`config.mk`:
```
export PLATFORM = sky130hd
export DESIGN_NAME = task_scheduler_param
export DESIGN_NICKNAME = d
export VERILOG_FILES = /design/src/rtl/task_scheduler_param.sv
export SDC_FILE = /design/constraint.sdc
export NUM_CORES = 1
export LEC_CHECK = 0
export CAP_MARGIN = 0
export CORE_MARGIN = 3
export CORE_UTILIZATION = 25
export CTS_BUF_LIST = sky130_fd_sc_hd__clkbuf_16
export DETAILED_ROUTE_END_ITERATION = 7
export PLACE_DENSITY = 0.47
export SYNTH_ARGS = -nofsm -noshare
export SYNTH_HDL_FRONTEND = slang
export SYNTH_SLANG_ARGS = --single-unit
```
`constraint.sdc`:
```
create_clock -name clk_i -period 4.05 [get_ports clk_i]
set_input_delay 0.6075 -clock clk_i [delete_from_list [all_inputs] [get_ports clk_i]]
set_output_delay 0.6075 -clock clk_i [all_outputs]
set_load 0.02 [all_outputs]
```
`src/rtl/task_scheduler_param.sv`:
```
// Task scheduler: walks CF/IF frames in task memory, streams IF beats to the cores, pulses start.
// Define TS_FRAME_SYNC_EN to enable the stop-frame display handshake (STOP_WAIT state).
module task_scheduler_param #(
    parameter int NUM_CORES = 16,
    parameter int TM_AW     = 8,
    parameter int BEATS     = 8,
    parameter int BEAT_W    = 64,
    parameter int R0_W      = 8,
    localparam int FRAME_W  = BEATS * BEAT_W,
    localparam int CNT_W    = $clog2(BEATS)
) (
    input  logic                      clk_i,
    input  logic                      reset_i,
    output logic                      tm_rd_en_o,
    output logic [TM_AW-1:0]          tm_addr_o,
    input  logic [FRAME_W-1:0]        tm_data_i,
    input  logic [NUM_CORES-1:0]      ready_i,
    output logic [NUM_CORES-1:0]      start_o,
    output logic                      insn_valid_o,
    output logic [CNT_W-1:0]          insn_load_cnt_o,
    output logic [BEAT_W-1:0]         insn_data_o,
    output logic [NUM_CORES-1:0]      init_r0_vect_o,
    output logic [NUM_CORES*R0_W-1:0] init_r0_o,
    input  logic                      frame_end_i,
    output logic                      frame_en_o
);
    localparam int STOP_LSB  = 11;
    localparam int MASK_LSB  = 11 + TM_AW;
    localparam int RMASK_LSB = MASK_LSB + NUM_CORES;
    localparam int R0_LSB    = RMASK_LSB + NUM_CORES;
    localparam logic [1:0] FENCE_ACQ = 2'b01;
    localparam logic [1:0] FENCE_REL = 2'b10;
    localparam logic [CNT_W-1:0] LAST_BEAT = CNT_W'(BEATS - 1);

    typedef enum logic [3:0] {
        FETCH_CF, DECODE, FENCE_WAIT, FETCH_IF, READY_WAIT, LOAD, START, DRAIN, STOP_WAIT
    } state_t;

    state_t                  state_q, state_d, stop_state;
    logic [TM_AW-1:0]        ptr_q, ptr_d, stop_ptr;
    logic [7:0]              if_cnt_q, if_cnt_d;
    logic [1:0]              fence_q;
    logic                    stop_q;
    logic [TM_AW-1:0]        stop_addr_q;
    logic [NUM_CORES-1:0]    core_mask_q;
    logic [FRAME_W-1:0]      frame_q, frame_src;
    logic                    rw_first_q;
    logic                    tm_rd_en_q, tm_rd_en_d;
    logic [NUM_CORES-1:0]    start_q, start_d;
    logic                    insn_valid_q, insn_valid_d;
    logic [CNT_W-1:0]        insn_load_cnt_q, insn_load_cnt_d, beat_idx;
    logic [BEAT_W-1:0]       insn_data_q, insn_data_d;
    logic [NUM_CORES-1:0]    init_r0_vect_q;
    logic [NUM_CORES*R0_W-1:0] init_r0_q;
    logic                    mask_ok, all_ok;

    assign mask_ok  = (ready_i & core_mask_q) == core_mask_q;
    assign all_ok   = &ready_i;
    assign stop_ptr = stop_q ? stop_addr_q : ptr_q;
    // Memory data arrives only in the first READY_WAIT cycle; afterwards the captured copy is used.
    assign frame_src = rw_first_q ? tm_data_i : frame_q;
    assign beat_idx  = (state_q == LOAD) ? insn_load_cnt_q + CNT_W'(1) : '0;

`ifdef TS_FRAME_SYNC_EN
    logic frame_en_q, frame_en_d, sent_q, sent_d, frame_end_q;
    assign stop_state = stop_q ? STOP_WAIT : FETCH_CF;
    assign frame_en_o = frame_en_q;

    always_ff @(posedge clk_i) begin
        if (reset_i) begin
            frame_en_q  <= 1'b0;
            sent_q      <= 1'b0;
            frame_end_q <= 1'b0;
        end else begin
            frame_en_q  <= frame_en_d;
            sent_q      <= sent_d;
            frame_end_q <= frame_end_i;
        end
    end
`else
    logic unused_frame_end;
    assign unused_frame_end = frame_end_i;
    assign stop_state       = FETCH_CF;
    assign frame_en_o       = 1'b0;
`endif

    always_comb begin
        state_d  = state_q;
        ptr_d    = ptr_q;
        if_cnt_d = if_cnt_q;
`ifdef TS_FRAME_SYNC_EN
        frame_en_d = 1'b0;
        sent_d     = sent_q;
`endif
        case (state_q)
            // After reset the read strobe is still low, so hold one cycle to issue the read.
            FETCH_CF: if (tm_rd_en_q) state_d = DECODE;
            DECODE: begin
                if_cnt_d = tm_data_i[7:0];
                ptr_d    = ptr_q + TM_AW'(1);
                state_d  = FENCE_WAIT;
            end
            FENCE_WAIT: begin
                if ((fence_q == FENCE_ACQ) ? all_ok : mask_ok) begin
                    if (if_cnt_q != 8'd0) begin
                        state_d = FETCH_IF;
                    end else if (fence_q == FENCE_REL) begin
                        state_d = DRAIN;
                    end else begin
                        state_d = stop_state;
                        ptr_d   = stop_ptr;
                    end
                end
            end
            FETCH_IF:   state_d = READY_WAIT;
            READY_WAIT: if (mask_ok) state_d = LOAD;
            LOAD:       if (insn_load_cnt_q == LAST_BEAT) state_d = START;
            START: begin
                if_cnt_d = if_cnt_q - 8'd1;
                ptr_d    = ptr_q + TM_AW'(1);
                if (if_cnt_q != 8'd1) begin
                    state_d = FETCH_IF;
                end else if (fence_q == FENCE_REL) begin
                    state_d = DRAIN;
                end else begin
                    state_d = stop_state;
                    if (stop_q) ptr_d = stop_addr_q;
                end
            end
            DRAIN: begin
                if (all_ok) begin
                    state_d = stop_state;
                    ptr_d   = stop_ptr;
                end
            end
`ifdef TS_FRAME_SYNC_EN
            STOP_WAIT: begin
                // Edges only count once frame_en has gone out, so a level already high is ignored.
                if (!sent_q) begin
                    if (all_ok) begin
                        frame_en_d = 1'b1;
                        sent_d     = 1'b1;
                    end
                end else if (frame_end_i && !frame_end_q) begin
                    sent_d  = 1'b0;
                    state_d = FETCH_CF;
                end
            end
`else
            STOP_WAIT:  state_d = FETCH_CF;
`endif
            default:    state_d = FETCH_CF;
        endcase

        tm_rd_en_d      = (state_d == FETCH_CF) || (state_d == FETCH_IF);
        start_d         = (state_d == START) ? core_mask_q : '0;
        insn_valid_d    = (state_d == LOAD);
        insn_load_cnt_d = (state_d == LOAD) ? beat_idx : '0;
        insn_data_d     = (state_d == LOAD) ? frame_src[int'(beat_idx)*BEAT_W +: BEAT_W] : '0;
    end

    always_ff @(posedge clk_i) begin
        if (reset_i) begin
            state_q         <= FETCH_CF;
            ptr_q           <= '0;
            rw_first_q      <= 1'b0;
            tm_rd_en_q      <= 1'b0;
            start_q         <= '0;
            insn_valid_q    <= 1'b0;
            insn_load_cnt_q <= '0;
            insn_data_q     <= '0;
            init_r0_vect_q  <= '0;
            init_r0_q       <= '0;
        end else begin
            state_q         <= state_d;
            ptr_q           <= ptr_d;
            rw_first_q      <= (state_q == FETCH_IF);
            tm_rd_en_q      <= tm_rd_en_d;
            start_q         <= start_d;
            insn_valid_q    <= insn_valid_d;
            insn_load_cnt_q <= insn_load_cnt_d;
            insn_data_q     <= insn_data_d;
            if (state_q == DECODE) begin
                init_r0_vect_q <= tm_data_i[RMASK_LSB +: NUM_CORES];
                init_r0_q      <= tm_data_i[R0_LSB +: NUM_CORES*R0_W];
            end
        end
    end

    always_ff @(posedge clk_i) begin
        if_cnt_q <= if_cnt_d;
        if (state_q == DECODE) begin
            fence_q     <= tm_data_i[9:8];
            stop_q      <= tm_data_i[10];
            stop_addr_q <= tm_data_i[STOP_LSB +: TM_AW];
            core_mask_q <= tm_data_i[MASK_LSB +: NUM_CORES];
        end
        if (rw_first_q) frame_q <= tm_data_i;
    end

    assign tm_rd_en_o      = tm_rd_en_q;
    assign tm_addr_o       = ptr_q;
    assign start_o         = start_q;
    assign insn_valid_o    = insn_valid_q;
    assign insn_load_cnt_o = insn_load_cnt_q;
    assign insn_data_o     = insn_data_q;
    assign init_r0_vect_o  = init_r0_vect_q;
    assign init_r0_o       = init_r0_q;

endmodule

```
==> impl_metrics.tcl <==
set metrics [dict create \
    die-height_um 354 \
    netlist_area_um2 30300 \
    yosys_warnings 0 \
    synth_seq_cells 789 \
    drv_slew 0 \
    synth_fa_ha_area_share_pct 0.248 \
    synth.most_common_cell "dfxtp_1" \
    routed_wl_mm 116 \
    start_util_pct 25.2 \
    ctsResizeCount 0 \
    drive_gt1_share_pct 20.8 \
    pwr_density_cell_nw_per_um2 413 \
    cts_inserted_buffers 96 \
    p_leak_nw 15.7 \
    fin_crit_sh_pct 77.2 \
    vias_per_cell 4.34 \
    row_count 127 \
    pin_count 769 \
    cts_buffer_depth 3 \
    cts.htree.levels 3 \
    fmax_mhz 320 \
    critPathCaptureType "register" \
    clock-sinks 789 \
    finalSetupViolations 0 \
    drtIter0Drc 1055 \
    vdd_drop_max_v 0.000299 \
    cp.required_ps 4640 \
    muxShareOfSynthArea_pct 31.5 \
    cts_root_buf "clkbuf_16" \
    synth-simple-area-share_pct 7.57 \
    cp_max_fo 38 \
    synth-seq-area-share_pct 53.2 \
    synth-edff-count 35 \
    final_nets 3963 \
    die_area_um2 126000 \
    place_inst 4940 \
    final-instance-count-excl-fill 5135 \
    syn_area_per_cell_um2 11.3 \
    async_reset_ff_share_pct 0 \
    grt_pass1_wl_mm 163 \
    synth_cell_types 50 \
    synth_area_leaders "dfxtp_1, mux2_2, mux2i_1, nand2_1, edfxtp_1" \
    synth_top_family_by_area "multiplexers" \
    synth_xor_area_share_pct 0.173 \
    rsz0062_at_grt "false" \
    tightest_slew_ps 1040 \
    worstSetupPathType "input port to register" \
    hold_viol_final 0 \
    synth_top_cells_by_count "dfxtp_1, mux2_2, nand2_1" \
    io_buffers 766 \
    drt_pass1_iterations 7 \
    outcome "finished, final reports clean" \
    first_global_vias 22500 \
    gr-usage-all-layers_pct 17.9 \
    synth_compound_area_share_pct 4.80 \
    fin_crit_ps 3130 \
    cts_setup_buffers 0 \
    grt_max_degree 145 \
    crit_path_start_kind "input port" \
    clkTransAtPathRegs_ps 60 \
    syn2layout_area_growth_pct 41.6 \
    worstHoldPathType "input port to register" \
    r2r-start "core_mask_q[0]" \
    yosys.area.top_type_share_pct 49.8 \
    tns_ps 0 \
    slew-limit-headroom_pct 28.5 \
    hp-start "reset_i" \
    maxCapViolations 0 \
    synth_area_leader_cell "dfxtp_1" \
    synth_top_flop_cell "dfxtp_1" \
    dp_hpwl_mm 87.9 \
    vias 22300 \
    clk_latency_ps 680 \
    gp_congestion 0.806 \
    cts_tree "yes" \
    antenna_found_initial 43 \
    wire_per_inst_um 22.7 \
    skew_ps 32.2 \
    netlist_instances 2682 \
    ant_nets 0 \
    gr-total-overflow 0 \
    cts_hold_buf 0 \
    crit_start "ready_i[9]" \
    drc_errors 0 \
    core_area_um2 120000 \
    crit_arrival_ps 3710 \
    die_w_um 354 \
]
cell type report:
class / instances / area (um2)
Multi-Input combinational cell: 1707 / 13500
Fill cell: 12200 / 77200
Antenna cell: 29 / 72.6
Tap cell: 1612 / 2020
Clock inverter: 67 / 422
Sequential cell: 789 / 16100
Timing Repair Buffer: 824 / 8290
Inverter: 8 / 37.5
Clock buffer: 99 / 2480
metal layers:
metal | GRT usage (%) | up-vias | part of all wire, %
li1 | - | 10800 | -
met1 | 22.5 | 10700 | 44
met2 | 29.2 | 605 | 47
met3 | 5.33 | 152 | 6.6
met4 | 6.02 | 10 | 2.7
met5 | 0 | - | 0.058
worst max-delay path: stages:
cell and delay (ps):
clkdlybuf4s50_1 490, nand2b_1 110, o2111ai_1 120, nor4_1 880, buf_4 270, a31oi_1 100, a21oi_1 220, or3b_4 460
buf_12 180, a21oi_1 180
logic make-up after synthesis:
family | after synthesis
compound gates | 256
mux | 890
flops | 789
fa+ha+maj | 6
simple gates | 547
other cells | 1
buf+inv | 187
xor+xnor | 6
registers in the layout, indices dropped and copies added (netlist names):
register / cells
start_o: 16
core_mask_q: 16
insn_valid_o: 1
stop_q: 1
insn_data_o: 64
insn_load_cnt_o: 3
fence_q: 2
tm_addr_o: 8
state_q: 4
stop_addr_q: 8
init_r0_o: 128
rw_first_q: 1
if_cnt_q: 8
tm_rd_en_o: 1
init_r0_vect_o: 16
frame_q: 512
path summary, 6_finish.rpt:
path	endpoint	slack [ps]	cells past startpoint
min reg2reg	init_r0_o[110]	450	2
max reg2reg	insn_data_o[57]	920	9
max	insn_data_o[57]	920	10
min	init_r0_o[19]	390	2
stage by stage:
stage	util (%)	power [W]	instance area, um2	hold slack, ps	worst slack [ps]
4_1_cts	35.7	0.0181	42900	345	833
6_report	35.7	0.0177	42900	392	922
3_5_place_dp	33.3	0.00993	40000	446	214
5_1_grt	35.7	0.0185	42900	385	681
3_3_place_gp	33.3	0.00990	40000	442	215
2_1_floorplan	-	0.00903	30300	448	1360
report_power, final:
group	internal (W)	switching, W
logic	0.000865	0.000607
registers	0.00818	0.0000872
clock network	0.00458	0.00342
cell usage in the layout, fill, tap and decap left out, drive strengths merged, types with 9 or more instances in the layout:
| cell type | count |
|---|---|
| diode | 29 |
| clkdlybuf4s50 | 765 |
| edfxtp | 35 |
| mux2 | 513 |
| inv | 39 |
| o211a | 9 |
| clkbuf | 99 |
| nor3 | 12 |
| dfxtp | 754 |
| nand2 | 418 |
| nand2b | 29 |
| and2 | 19 |
| a21oi | 220 |
| buf | 59 |
| clkinv | 30 |
| mux2i | 377 |
| nor2 | 33 |
Power figures use the tool's default switching activity.
